## src/rtl/mvau_pkg.sv

```systemverilog
// Shared types for the MVAU weight path: weight word, weight-memory address and FIFO entry.
// The word and address widths are fixed here so every block agrees on them.
package mvau_pkg;

  localparam int SIMD         = 2;
  localparam int TW           = 1;
  localparam int WMEM_ADDR_BW = 4;

  typedef logic [SIMD*TW-1:0]      weight_t;
  typedef logic [WMEM_ADDR_BW-1:0] wmem_addr_t;

  typedef struct packed {
    logic    last;
    weight_t data;
  } fifo_entry_t;

endpackage

```

## src/rtl/mvau_weight_fifo.sv

```systemverilog
// Small synchronous FIFO of {last, data} weight beats with flush and occupancy output.
// The producer never pushes into a full FIFO, so a push needs no full check.
module mvau_weight_fifo
  import mvau_pkg::*;
#(
  parameter  int FIFO_DEPTH = 3,
  localparam int OCC_W      = $clog2(FIFO_DEPTH + 1),
  localparam int PTR_W      = (FIFO_DEPTH > 1) ? $clog2(FIFO_DEPTH) : 1
) (
  input  logic        aclk,
  input  logic        aresetn,
  input  logic        flush,
  input  logic        push,
  input  fifo_entry_t din,
  input  logic        pop,
  output fifo_entry_t head,
  output logic        empty,
  output logic [OCC_W-1:0] occ
);

  fifo_entry_t      mem [FIFO_DEPTH];
  logic [PTR_W-1:0] wr_ptr;
  logic [PTR_W-1:0] rd_ptr;
  logic [PTR_W-1:0] wr_ptr_nxt;
  logic [PTR_W-1:0] rd_ptr_nxt;

  // Pointers wrap at FIFO_DEPTH, which need not be a power of two.
  assign wr_ptr_nxt = (wr_ptr == PTR_W'(FIFO_DEPTH - 1)) ? '0 : wr_ptr + 1'b1;
  assign rd_ptr_nxt = (rd_ptr == PTR_W'(FIFO_DEPTH - 1)) ? '0 : rd_ptr + 1'b1;

  assign head  = mem[rd_ptr];
  assign empty = (occ == '0);

  always_ff @(posedge aclk or negedge aresetn) begin
    if (!aresetn) begin
      wr_ptr <= '0;
      rd_ptr <= '0;
      occ    <= '0;
      for (int i = 0; i < FIFO_DEPTH; i++) mem[i] <= '0;
    end else if (flush) begin
      wr_ptr <= '0;
      rd_ptr <= '0;
      occ    <= '0;
    end else begin
      if (push) begin
        mem[wr_ptr] <= din;
        wr_ptr      <= wr_ptr_nxt;
      end
      if (pop) rd_ptr <= rd_ptr_nxt;
      case ({push, pop})
        2'b10:   occ <= occ + 1'b1;
        2'b01:   occ <= occ - 1'b1;
        default: occ <= occ;
      endcase
    end
  end

endmodule

```

## src/rtl/mvau_weight_streamer.sv

```systemverilog
// Drives the weight-memory read address and turns the 1-cycle registered read data into
// a valid/ready weight stream, using FIFO credits so no beat is ever lost or duplicated.
module mvau_weight_streamer
  import mvau_pkg::*;
#(
  parameter int WMEM_DEPTH = 4,
  parameter int FIFO_DEPTH = 3
) (
  input  logic       aclk,
  input  logic       aresetn,
  input  logic       en,
  input  logic       restart,
  output wmem_addr_t wmem_addr,
  input  weight_t    wmem_out,
  output weight_t    m_axis_tdata,
  output logic       m_axis_tvalid,
  input  logic       m_axis_tready,
  output logic       m_axis_tlast
);

  localparam int OCC_W = $clog2(FIFO_DEPTH + 1);

  logic             rd_pend;
  logic             pend_last;
  logic             issue;
  logic             addr_at_end;
  logic [OCC_W-1:0] occ;
  logic [OCC_W:0]   credits_used;
  logic             fifo_empty;
  logic             fifo_push;
  logic             fifo_pop;
  fifo_entry_t      fifo_din;
  fifo_entry_t      fifo_head;

  // An in-flight read reserves a FIFO slot, so issue never has to look at tready.
  assign credits_used = {1'b0, occ} + {{OCC_W{1'b0}}, rd_pend};
  assign issue        = en & ~restart & (credits_used < (OCC_W+1)'(FIFO_DEPTH));
  assign addr_at_end  = (wmem_addr == WMEM_ADDR_BW'(WMEM_DEPTH - 1));

  always_ff @(posedge aclk or negedge aresetn) begin
    if (!aresetn) begin
      wmem_addr <= '0;
      rd_pend   <= 1'b0;
      pend_last <= 1'b0;
    end else if (restart) begin
      wmem_addr <= '0;
      rd_pend   <= 1'b0;
      pend_last <= 1'b0;
    end else if (issue) begin
      rd_pend   <= 1'b1;
      pend_last <= addr_at_end;
      wmem_addr <= addr_at_end ? '0 : wmem_addr + 1'b1;
    end else begin
      rd_pend   <= 1'b0;
    end
  end

  assign fifo_din.last = pend_last;
  assign fifo_din.data = wmem_out;
  assign fifo_push     = rd_pend & ~restart;
  assign fifo_pop      = m_axis_tvalid & m_axis_tready & ~restart;

  mvau_weight_fifo #(
    .FIFO_DEPTH(FIFO_DEPTH)
  ) u_fifo (
    .aclk    (aclk),
    .aresetn (aresetn),
    .flush   (restart),
    .push    (fifo_push),
    .din     (fifo_din),
    .pop     (fifo_pop),
    .head    (fifo_head),
    .empty   (fifo_empty),
    .occ     (occ)
  );

  assign m_axis_tvalid = ~fifo_empty;
  assign m_axis_tdata  = fifo_head.data;
  assign m_axis_tlast  = fifo_head.last;

endmodule

```

## config.mk

```make
export PLATFORM = sky130hd
export DESIGN_NAME = mvau_weight_streamer
export DESIGN_NICKNAME = d
export VERILOG_FILES = /design/src/rtl/mvau_pkg.sv /design/src/rtl/mvau_weight_fifo.sv /design/src/rtl/mvau_weight_streamer.sv
export SDC_FILE = /design/constraint.sdc
export NUM_CORES = 1
export LEC_CHECK = 0
export ABC_CLOCK_PERIOD_IN_PS = 1800
export CAP_MARGIN = 10
export CORE_MARGIN = 3
export CORE_UTILIZATION = 47
export DETAILED_ROUTE_END_ITERATION = 16
export PLACE_DENSITY_LB_ADDON = 0.1
export SYNTH_ARGS = -nofsm -noshare
export SYNTH_HDL_FRONTEND = slang
export SYNTH_SLANG_ARGS = --single-unit
```

## constraint.sdc

```tcl
create_clock -name aclk -period 1.8 [get_ports aclk]
set_input_delay 0.18 -clock aclk [delete_from_list [all_inputs] [get_ports aclk]]
set_output_delay 0.18 -clock aclk [all_outputs]
set_load 0.1 [all_outputs]
```

==> flow_metrics.py <==
metrics = {
    "worst_setup_path": {
        "slowest_stage": "or4_4",
        "critPathCaptureType": "flop",
        "crit_start": "u_fifo.occ[0]",
        "critPathKind": "flop to flop",
        "cp_max_fo": 8,
        "max_stage_delay_ns": 0.48,
        "critPathBufInv": 0,
        "cp.required_ns": 2.04,
        "crit_path_frequent_cell": "ha_1",
        "r2r_start": "u_fifo.occ[0]",
        "cp.arrival_ns": 1.98,
        "crit_path_cell_trace": "ha_1, ha_1, and2_4, or4_4, a21oi_2",
        "path_delay_family": "simple AND/OR/NAND/NOR gates",
        "cp-start-kind": "flop",
    },
    "placement": {
        "gp_congestion": 0.8741,
        "dp_hpwl_mm": 1.553,
        "io_buffers": 14,
    },
    "drt": {
        "wirelength_mm": 2.067,
        "remaining_drc_errors": 0,
        "wl_per_cell_um": 14.26,
        "ant_nets": 0,
        "drt_iter0_markers": 9,
        "drt-pass1-iter-count": 4,
        "num_vias": 796,
        "via_per_inst": 5.490,
    },
    "global_routing": {
        "grt_pass1_wl_mm": 3.353,
        "grt_usage_pct": 16.54,
        "antenna_found_initial": 0,
        "grt_pass1_vias": 732,
        "overflow": 0,
        "grt_max_degree": 22,
    },
    "clocking": {
        "cts_tree": "yes",
        "cts.sinks": 21,
        "clk_latency_ns": 0.30,
        "cts_setup_buffers": 0,
        "cts_root_buf": "clkbuf_4",
        "h-tree-depth": 1,
        "clkSlewWorstSetupHoldPaths_ns": 0.12,
        "postCtsHoldBufs": 0,
        "cts_buffers": 3,
        "clockBufferDepth": 2,
    },
    "floorplan": {
        "die_y_um": 53.77,
        "core_area_um2": 2062,
        "die_w_um": 53.77,
        "fp.dieArea_um2": 2891,
        "row_count": 16,
        "io-pin-count": 15,
        "initial_core_util_pct": 52.00,
    },
    "yosys": {
        "syn_inst": 98,
        "yosysWarnings": 0,
        "avgSynthCellArea_um2": 10.94,
        "synth-seq-cells": 21,
        "seq_area_frac_synth_pct": 49.01,
        "synth_cell_types": 30,
        "synth_area_um2": 1072,
        "synthesis.nets": 108,
    },
    "sta": {
        "fin_tns_setup_ns": 0,
        "skew_ns": 0.01101,
        "worst_hold_slack_ns": 0.1943,
        "finalHoldViolCount": 0,
        "maxSlewHeadroom_pct": 72.93,
        "rsz0062_at_grt": "false",
        "post-route-period-util_pct": 96.23,
        "worstMarginPinSlew_ns": 0.4038,
        "max_freq_ghz": 0.5773,
        "maxSlewViolCount": 0,
        "finalCriticalPeriod_ns": 1.732,
        "setup_viol": 0,
    },
    "layout": {
        "final_layout_size_suffix_gt1_share_pct": 35.59,
        "antenna_cells": 0,
        "final_cell_mix": "dfrtp_1, buf_4, mux2_2",
        "synthToLayoutAreaGrowth_pct": 25.20,
        "nFillCells": 169,
        "multi_input_area_um2": 540.5,
        "final_nets": 129,
        "layout_commonest_cell": "dfrtp_1",
        "final-seq-area_um2": 528.0,
    },
    "power": {
        "power_density_nw_per_um2": 813.5,
        "peakVddDrop_mv": 0.5258,
        "power_leakage_nw": 0.5947,
    },
    "hold_path": {
        "min_path_type": "input port to async pin",
    },
    "job": {
        "drv_cap": 0,
    },
    "run_status": {
        "status": "finished clean",
    },
}
repair_timing:
| action | 4_1_cts | 5_1_grt |
|---|---|---|
| gates resized for setup | 0 | 5 |
| setup endpoints to repair | 0 | 5 |
| endpoints found under the hold margin | 0 | 0 |
final timing paths:
path	cells after the start	slack, ns	endpoint
worst max-delay path	5	0.07	wmem_addr[0]
worst min-delay path	2	0.19	u_fifo.occ[1]
worst max register to register	5	0.07	wmem_addr[0]
worst min register to register	1	0.52	u_fifo.mem[1]
max in group asynchronous	2	1.36	wmem_addr[1]
min in group aclk	1	0.52	u_fifo.mem[1]
cell type report:
cell class	instances	area share (%)
clock buffer	4	1.957
tap	27	2.516
sequential	21	39.33
timing repair buffer	20	15.10
multi-input combinational	70	40.26
inverter	3	0.8388
cell families after synthesis:
group,Yosys count,synth area share [%]
AND/OR/NAND/NOR,31,18.20
AO/OA/AOI/OAI,21,10.97
flip-flops,21,49.01
multiplexers,15,15.05
buffers and inverters,7,3.267
adder cells (fa/ha/maj),3,3.501
metrics by stage:
step | setup slack [ns] | power (W) | instance area, um2 | instances | util (%)
CTS | 0.05087 | 0.001101 | 1325 | 145 | 64.26
global placement | 0.1029 | 0.0008661 | 1299 | 141 | 62.99
floorplan | 0.01106 | 0.0007568 | 1086 | 98 | -
global route | 0.01621 | 0.001145 | 1343 | 145 | 65.11
detailed placement | 0.05785 | 0.0008759 | 1299 | 141 | 62.99
finish | 0.06792 | 0.001092 | 1343 | 145 | 65.11
synth_stat cells:
cell	number	area share, %
nor3b_1	1	0.70
and2b_1	1	0.70
or4_1	2	1.4
buf_6	1	1.1
o31ai_1	2	1.4
ha_1	3	3.5
a211oi_1	1	0.70
nor3_2	1	0.93
clkbuf_1	2	0.70
nor3_1	1	0.47
mux2i_1	6	5.6
nand2_1	5	1.8
nor2_1	3	1.1
nand3b_1	2	1.4
buf_2	1	0.47
mux2_2	9	9.5
nand2b_1	3	1.8
nor3b_2	2	2.3
o21ai_1	1	0.47
or2_2	2	1.2
inv_1	3	1.1
dfrtp_1	21	49
nor2b_1	2	1.2
o21ai_0	8	3.7
or3_1	1	0.58
and2_4	1	0.82
nand3_1	3	1.4
a21oi_1	8	3.7
a41o_1	1	0.93
nand4_1	1	0.58
report_power, final:
| group | switching [W] | leakage [nW] | internal, W |
|---|---|---|---|
| Clock | 0.000139 | 0.0150 | 0.0000864 |
| Sequential | 0.0000275 | 0.279 | 0.000511 |
| Combinational | 0.000202 | 0.301 | 0.000127 |
state kept, by name (all words and copies together) (netlist names):
name and flops:
rd_pend 1, u_fifo.occ 2, u_fifo.wr_ptr 2, pend_last 1, u_fifo.mem 9, wmem_addr 4
u_fifo.rd_ptr 2
metal layers:
| layer | wire (um) | part of all wire (%) | track usage [%] |
|---|---|---|---|
| met1 | 977 | 47 | 23.12 |
| met2 | 1008 | 49 | 25.60 |
| met3 | 70 | 3.4 | 4.986 |
| met4 | 10 | 0.48 | 2.553 |
| met5 | 0 | 0 | 0 |
worst reg2reg max path: stages (launching register included):
cell and delay (ns):
dfrtp_1 0.41, ha_1 0.19, ha_1 0.28, and2_4 0.17, or4_4 0.48, a21oi_2 0.14
No activity file was read; power rests on OpenSTA's default activity.
